### src/rtl/vga_frame_capture.sv
// Purpose : captures one VGA-timed RGB frame into the 8-bit 3-3-2 colour-index frame RAM.
// Latency : pixel at the input pins on cycle N -> we/wr_addr/wr_data on cycle N+2.
// Backpres: none; the video stream cannot be stalled, so the RAM must accept one write per cycle.
//
// Ports:
//   vga_clk, reset (sync, active-low)
//   capture_req    level request, sampled only in IDLE
//   HS, VS, blank_n, red/green/blue   incoming VGA stream (vga_clk domain)
//   wr_addr, wr_data, we              frame RAM write port
//   busy, frame_done, geom_err        status

module vga_frame_capture #(
  parameter int H_ACTIVE    = 800,
  parameter int V_ACTIVE    = 600,
  parameter int ADDR_W      = 19,
  parameter bit SYNC_ACTIVE = 1'b0
) (
  input  logic              vga_clk,
  input  logic              reset,
  input  logic              capture_req,
  input  logic              HS,
  input  logic              VS,
  input  logic              blank_n,
  input  logic [7:0]        red,
  input  logic [7:0]        green,
  input  logic [7:0]        blue,
  output logic [ADDR_W-1:0] wr_addr,
  output logic [7:0]        wr_data,
  output logic              we,
  output logic              busy,
  output logic              frame_done,
  output logic              geom_err
);

  typedef enum logic [1:0] {
    S_IDLE    = 2'd0,
    S_ARM     = 2'd1,
    S_CAPTURE = 2'd2,
    S_DONE    = 2'd3
  } state_t;

  localparam logic [31:0] H_A32 = 32'(H_ACTIVE);
  localparam logic [31:0] V_A32 = 32'(V_ACTIVE);

  state_t r_state;
  state_t w_state_next;

  // Stage 1: registered copies of the stream, plus one-cycle history
  // of VS and blank_n for edge detection.
  logic        r_hs;
  logic        r_vs;
  logic        r_blank;
  logic [23:0] r_rgb;
  logic        r_vs_d;
  logic        r_blank_d;

  logic [10:0] r_x;
  logic [9:0]  r_y;

  logic        w_vs_start;
  logic        w_vs_end;
  logic        w_blank_fall;
  logic        w_in_cap;
  logic        w_pix;
  logic        w_x_ok;
  logic        w_y_ok;
  logic        w_wr;
  logic [31:0] w_x32;
  logic [31:0] w_y32;
  logic [31:0] w_addr_full;
  logic [9:0]  w_y_inc;
  logic [9:0]  w_y_end;
  logic [7:0]  w_index;
  logic        w_geom_hit;
  logic        w_unused_bits;

  // ---------------------------------------------------------------
  // Stage 1 input registers
  // ---------------------------------------------------------------
  always_ff @(posedge vga_clk) begin
    if (!reset) begin
      r_hs      <= 1'b0;
      r_vs      <= 1'b0;
      r_blank   <= 1'b0;
      r_rgb     <= 24'd0;
      r_vs_d    <= 1'b0;
      r_blank_d <= 1'b0;
    end else begin
      r_hs      <= HS;
      r_vs      <= VS;
      r_blank   <= blank_n;
      r_rgb     <= {red, green, blue};
      r_vs_d    <= r_vs;
      r_blank_d <= r_blank;
    end
  end

  assign w_vs_start   = (r_vs == SYNC_ACTIVE) && (r_vs_d != SYNC_ACTIVE);
  assign w_vs_end     = (r_vs_d == SYNC_ACTIVE) && (r_vs != SYNC_ACTIVE);
  assign w_blank_fall = r_blank_d && !r_blank;

  // ---------------------------------------------------------------
  // FSM
  // ---------------------------------------------------------------
  always_ff @(posedge vga_clk) begin
    if (!reset) begin
      r_state <= S_IDLE;
    end else begin
      r_state <= w_state_next;
    end
  end

  always_comb begin
    w_state_next = r_state;
    busy         = 1'b0;
    frame_done   = 1'b0;
    case (r_state)
      S_IDLE: begin
        if (capture_req) begin
          w_state_next = S_ARM;
        end
      end
      S_ARM: begin
        busy = 1'b1;
        // Only the end of vertical sync starts a capture, so a frame that
        // is already being scanned out is skipped as a whole.
        if (w_vs_end) begin
          w_state_next = S_CAPTURE;
        end
      end
      S_CAPTURE: begin
        busy = 1'b1;
        if (w_vs_start) begin
          w_state_next = S_DONE;
        end
      end
      S_DONE: begin
        frame_done   = 1'b1;
        w_state_next = S_IDLE;
      end
      default: begin
        w_state_next = S_IDLE;
      end
    endcase
  end

  // ---------------------------------------------------------------
  // Position counters
  // ---------------------------------------------------------------
  assign w_in_cap = (r_state == S_CAPTURE);
  assign w_pix    = w_in_cap && r_blank;
  assign w_x32    = {21'd0, r_x};
  assign w_y32    = {22'd0, r_y};
  assign w_x_ok   = (w_x32 < H_A32);
  assign w_y_ok   = (w_y32 < V_A32);
  assign w_wr     = w_pix && w_x_ok && w_y_ok;

  // Counters saturate so a runaway line or frame can never wrap back
  // into a valid address.
  assign w_y_inc  = (r_y != '1) ? (r_y + 10'd1) : r_y;
  // Line count as it will be after this cycle; used for the DONE-entry
  // check in case the last blank edge and VS coincide.
  assign w_y_end  = w_blank_fall ? w_y_inc : r_y;

  always_ff @(posedge vga_clk) begin
    if (!reset) begin
      r_x <= 11'd0;
      r_y <= 10'd0;
    end else if (!w_in_cap) begin
      r_x <= 11'd0;
      r_y <= 10'd0;
    end else if (w_blank_fall) begin
      r_x <= 11'd0;
      r_y <= w_y_inc;
    end else if (r_blank && (r_x != '1)) begin
      r_x <= r_x + 11'd1;
    end
  end

  // ---------------------------------------------------------------
  // Geometry error (sticky until the next capture start)
  // ---------------------------------------------------------------
  assign w_geom_hit = w_in_cap &&
                      ((w_pix && !w_x_ok) ||
                       (w_pix && !w_y_ok) ||
                       (w_blank_fall && (w_x32 != H_A32)) ||
                       (w_vs_start && ({22'd0, w_y_end} != V_A32)));

  always_ff @(posedge vga_clk) begin
    if (!reset) begin
      geom_err <= 1'b0;
    end else if ((r_state == S_IDLE) && capture_req) begin
      geom_err <= 1'b0;
    end else if (w_geom_hit) begin
      geom_err <= 1'b1;
    end
  end

  // ---------------------------------------------------------------
  // Stage 2: RAM write port
  // ---------------------------------------------------------------
  assign w_addr_full = (w_y32 * H_A32) + w_x32;
  assign w_index     = {r_rgb[23:21], r_rgb[15:13], r_rgb[7:6]};

  always_ff @(posedge vga_clk) begin
    if (!reset) begin
      we      <= 1'b0;
      wr_addr <= '0;
      wr_data <= 8'd0;
    end else begin
      we <= w_wr;
      if (w_wr) begin
        wr_addr <= w_addr_full[ADDR_W-1:0];
        wr_data <= w_index;
      end
    end
  end

  // HS carries no information once blank_n is present; the low colour
  // bits are dropped by the 3-3-2 quantiser.
  assign w_unused_bits = ^{r_hs, r_rgb[20:16], r_rgb[12:8], r_rgb[5:0],
                           w_addr_full[31:ADDR_W]};

endmodule

### config.mk
export PLATFORM = sky130hd
export DESIGN_NAME = vga_frame_capture
export DESIGN_NICKNAME = d
export VERILOG_FILES = /design/src/rtl/vga_frame_capture.sv
export SDC_FILE = /design/constraint.sdc
export NUM_CORES = 1
export LEC_CHECK = 0
export ABC_CLOCK_PERIOD_IN_PS = 4090
export CAP_MARGIN = 20
export CORE_MARGIN = 5
export CORE_UTILIZATION = 30
export CTS_BUF_LIST = sky130_fd_sc_hd__clkbuf_2 sky130_fd_sc_hd__clkbuf_4 sky130_fd_sc_hd__clkbuf_8
export DETAILED_ROUTE_END_ITERATION = 6
export GPL_ROUTABILITY_DRIVEN = 0
export PLACE_DENSITY_LB_ADDON = 0.08
export RECOVER_POWER = 25
export SYNTH_ARGS = -nofsm -noshare
export SYNTH_HDL_FRONTEND = slang
export SYNTH_SLANG_ARGS = --single-unit
### constraint.sdc
create_clock -name vga_clk -period 4.09 [get_ports vga_clk]
set_input_delay 0.409 -clock vga_clk [delete_from_list [all_inputs] [get_ports vga_clk]]
set_output_delay 0.409 -clock vga_clk [all_outputs]
set_load 0.02 [all_outputs]
==> results.tsv <==
metric	value	unit
status	finished clean	
Final #Nets	603	
min-delay worst type	register to register	
Synth area leaders	dfxtp_1 32%, ha_1 15%, nand2_1 5.5%	
Slew @ Worst Pin	0.9890	ns
share of cells above drive strength 1	7.839	%
CP max FO	6	
CP max stage cell	fa_1	
worst vdd ir	0.2493	mV
Core ar.	13240	um^2
H-tree levels	3	
Synth Area per Inst	8.573	um^2
clock power share	40.8	%
largest net degree at the start of global routing	29	
antenna violations before repair	0	
Comb pwr share	15.4	%
CTS Sinks	64	
CTS Buf Count	9	
num ports	61	
cells along the critical path	ha_1 > ha_1 > ha_1 > inv_1 > fa_1 > inv_1 > ha_1 > or3_1 > a311o_1 > o211ai_1 > nor3_1 > nand4b_2 > xnor3_1 > a21oi_1	
fillers	1415	
Main synth FF type	dfxtp_1	
CP endpoint kind	register	
Final Skew	0.008707	ns
CTS tree	built	
Startpoint Class	register	
synthesized flop and latch total	64	
Max-Slew Margin vs Limit	34.00	%
first-pass GRT wire length	16360	um
Peak Freq	268.5	MHz
Sw Ratio	26.07	%
register area share after synthesis	31.60	%
I/O Buffers	43	
static leakage	0.002087	uW
vias in the first global route	3369	
GR Overflow Total	0	
DRC viols	0	
Setup Fix Bufs, Post-CTS	0	
synth warn	0	
final setup margin	0.3658	ns
Worst EP required	4.38	ns
# setup viols final	0	
TritonRoute pass-1 iters	4	
dpl cells	684	
clk root buf	clkbuf_8	
post_cts resized	0	
Rows	42	
number of max-cap violations	0	
Reg clk slew, reported paths	0.07	ns
final WL	9779	um
Global Route Usage Sum	12.84	%
Final Util	37.07	%
Internal Power	1126	uW
crit path DAT	4.01	ns
Cell Area, Synth	4055	um^2
Die Area	15940	um^2
most used cell, CP	ha_1	
DR vias/cell	4.800	
Post-CTS Hold Buffers	0	
setup TNS	0	ns
clk buf depth	2	
post-layout minimum cycle time	3.724	ns
largest area contributor in the netlist	dfxtp_1	
WS Path Type	register to register	
Non-Filler Instances	699	
Area growth syn-to-layout	21.04	%
Iteration-0 DRC Markers	108	
Syn Nets	557	
Reg power frac	43.8	%
DPL Wire Length	7423	um
Antenna Nets Post-Route	0	
unrepaired setup endpoints after global routing	no	
die extent in x	126.3	um
ant diodes	0	
vias post-DR	3355	
Synth Instances	473	
synth unique cells	66	
pre-CTS setup slack	0.3543	ns
Initial Util	30.62	%
clock latency on the worst-skew pair	0.36	ns
Synth top area share	31.60	%
pwr dens	310.2	nW/um^2
CP peak stage delay	0.52	ns
period utilization	91.06	%
Routed wire per std cell	13.99	um
Post-synth EDFFs	0	
die height	126.3	um
ys async rst share	0	%
Final Max Tran Viols	0	
Net Switching	396.9	uW
Final Hold Fails	0	
## Yosys cell counts, types with 2 or more instances
master / n
o21ai_0: 7
or3_1: 4
and3_1: 5
o21ai_1: 2
buf_4: 4
a211oi_2: 2
a21oi_1: 39
a32oi_1: 2
o311a_1: 2
and2_1: 12
nand2_1: 59
nor4_1: 2
inv_1: 38
nand4_1: 9
xor2_1: 9
mux2i_1: 2
nand2b_1: 7
nand3b_1: 2
clkbuf_1: 9
dfxtp_1: 64
a211oi_1: 7
o22ai_1: 2
buf_2: 2
nor2_1: 38
a21o_1: 6
nor2b_1: 2
a31o_2: 2
xnor2_1: 23
a21oi_2: 2
o211ai_1: 3
nor3_1: 11
fa_1: 6
nand3_1: 8
o32ai_1: 2
ha_1: 48
## flip-flops by register name, summed over array words and instances (netlist names), 2 cells and up
register / count
r_state: 2
r_y: 10
wr_data: 8
r_rgb: 8
wr_addr: 19
r_x: 11
## final timing paths
kind / from / endpoint / slack [ns] / depth (start not counted)
min: r_rgb[6] / wr_data[0] / 0.43 / 2
min reg2reg: r_rgb[6] / wr_data[0] / 0.43 / 2
max: r_y[2] / wr_addr[18] / 0.37 / 14
max reg2reg: r_y[2] / wr_addr[18] / 0.37 / 14
## critical path, delay by kind of cell (launching register included)
| family | cells | cell delay, ns |
|---|---|---|
| DFF | 1 | 0.46 |
| adders and majority gates | 5 | 1.60 |
| AOI/OAI and AO/OA | 3 | 0.61 |
| xor gates and xnor gates | 1 | 0.30 |
| and+or+nand+nor | 3 | 0.59 |
| buffers and inverters | 2 | 0.10 |
## cells in the final DEF (no fill, tap or decap), drive strengths merged, types with 3 or more instances in the layout
cell type      instances
dfxtp                 64
nand2                 59
ha                    48
a21oi                 41
inv                   39
nor2                  38
clkdlybuf4s50         32
xnor2                 24
and2                  13
clkbuf                12
nor3                  11
dlygate4sd3           11
o21ai                 10
nand4                  9
xor2                   9
buf                    9
nand3                  9
a211oi                 9
nand2b                 7
a21o                   7
fa                     6
and3                   5
or3                    4
o211ai                 3
nor2b                  3
## cell families (layout without fill, tap and decap cells)
family	count (synthesis)	count (layout)	share of synthesized area [%]
multiplexers	2	2	0.4937
AND/OR/NAND/NOR	168	168	20.30
adder cells (fa/ha/maj)	54	54	17.77
AO/OA/AOI/OAI	95	95	16.17
XOR/XNOR	34	34	7.868
buffers and inverters	56	106	5.801
flip-flops	64	64	31.60
## stage by stage
step | cell area [um^2] | hold WS [ns] | power (uW)
after global placement | 4684 | 0.4193 | 917.6
after detailed placement | 4684 | 0.4255 | 919.8
after CTS | 4908 | 0.4362 | 1556
after global routing | 4908 | 0.4485 | 1607
final | 4908 | 0.4342 | 1523
after floorplan | 4055 | 0.4174 | 834.7
## power by group through the flow
stage               Sequential, uW  Combinational [uW]  Clock (uW)
global route                   671                 263         673
floorplan                      690                 145           0
finish                         667                 234         622
detailed placement             681                 239           0
CTS                            667                 241         647
global placement               681                 236           0
## final cells by class
type	instances	area (um^2)	area share [%]
Clock buffer	12	158.9	3.237
Clock inverter	3	65.06	1.326
Inverter	39	146.4	2.982
Multi-Input combinational cell	353	2539	51.72
Sequential cell	64	1281	26.10
Tap cell	176	220.2	4.486
Timing Repair Buffer	52	498.0	10.15
## layer usage
layer  GRT usage (%)  wire (um)  up-vias
li1                -          -     1713
met1           15.54       4591     1566
met2           21.19       4566       57
met3           3.980        402       19
met4           5.237        219        0
met5               0          0        -
No activity file was read; power rests on OpenSTA's default activity.
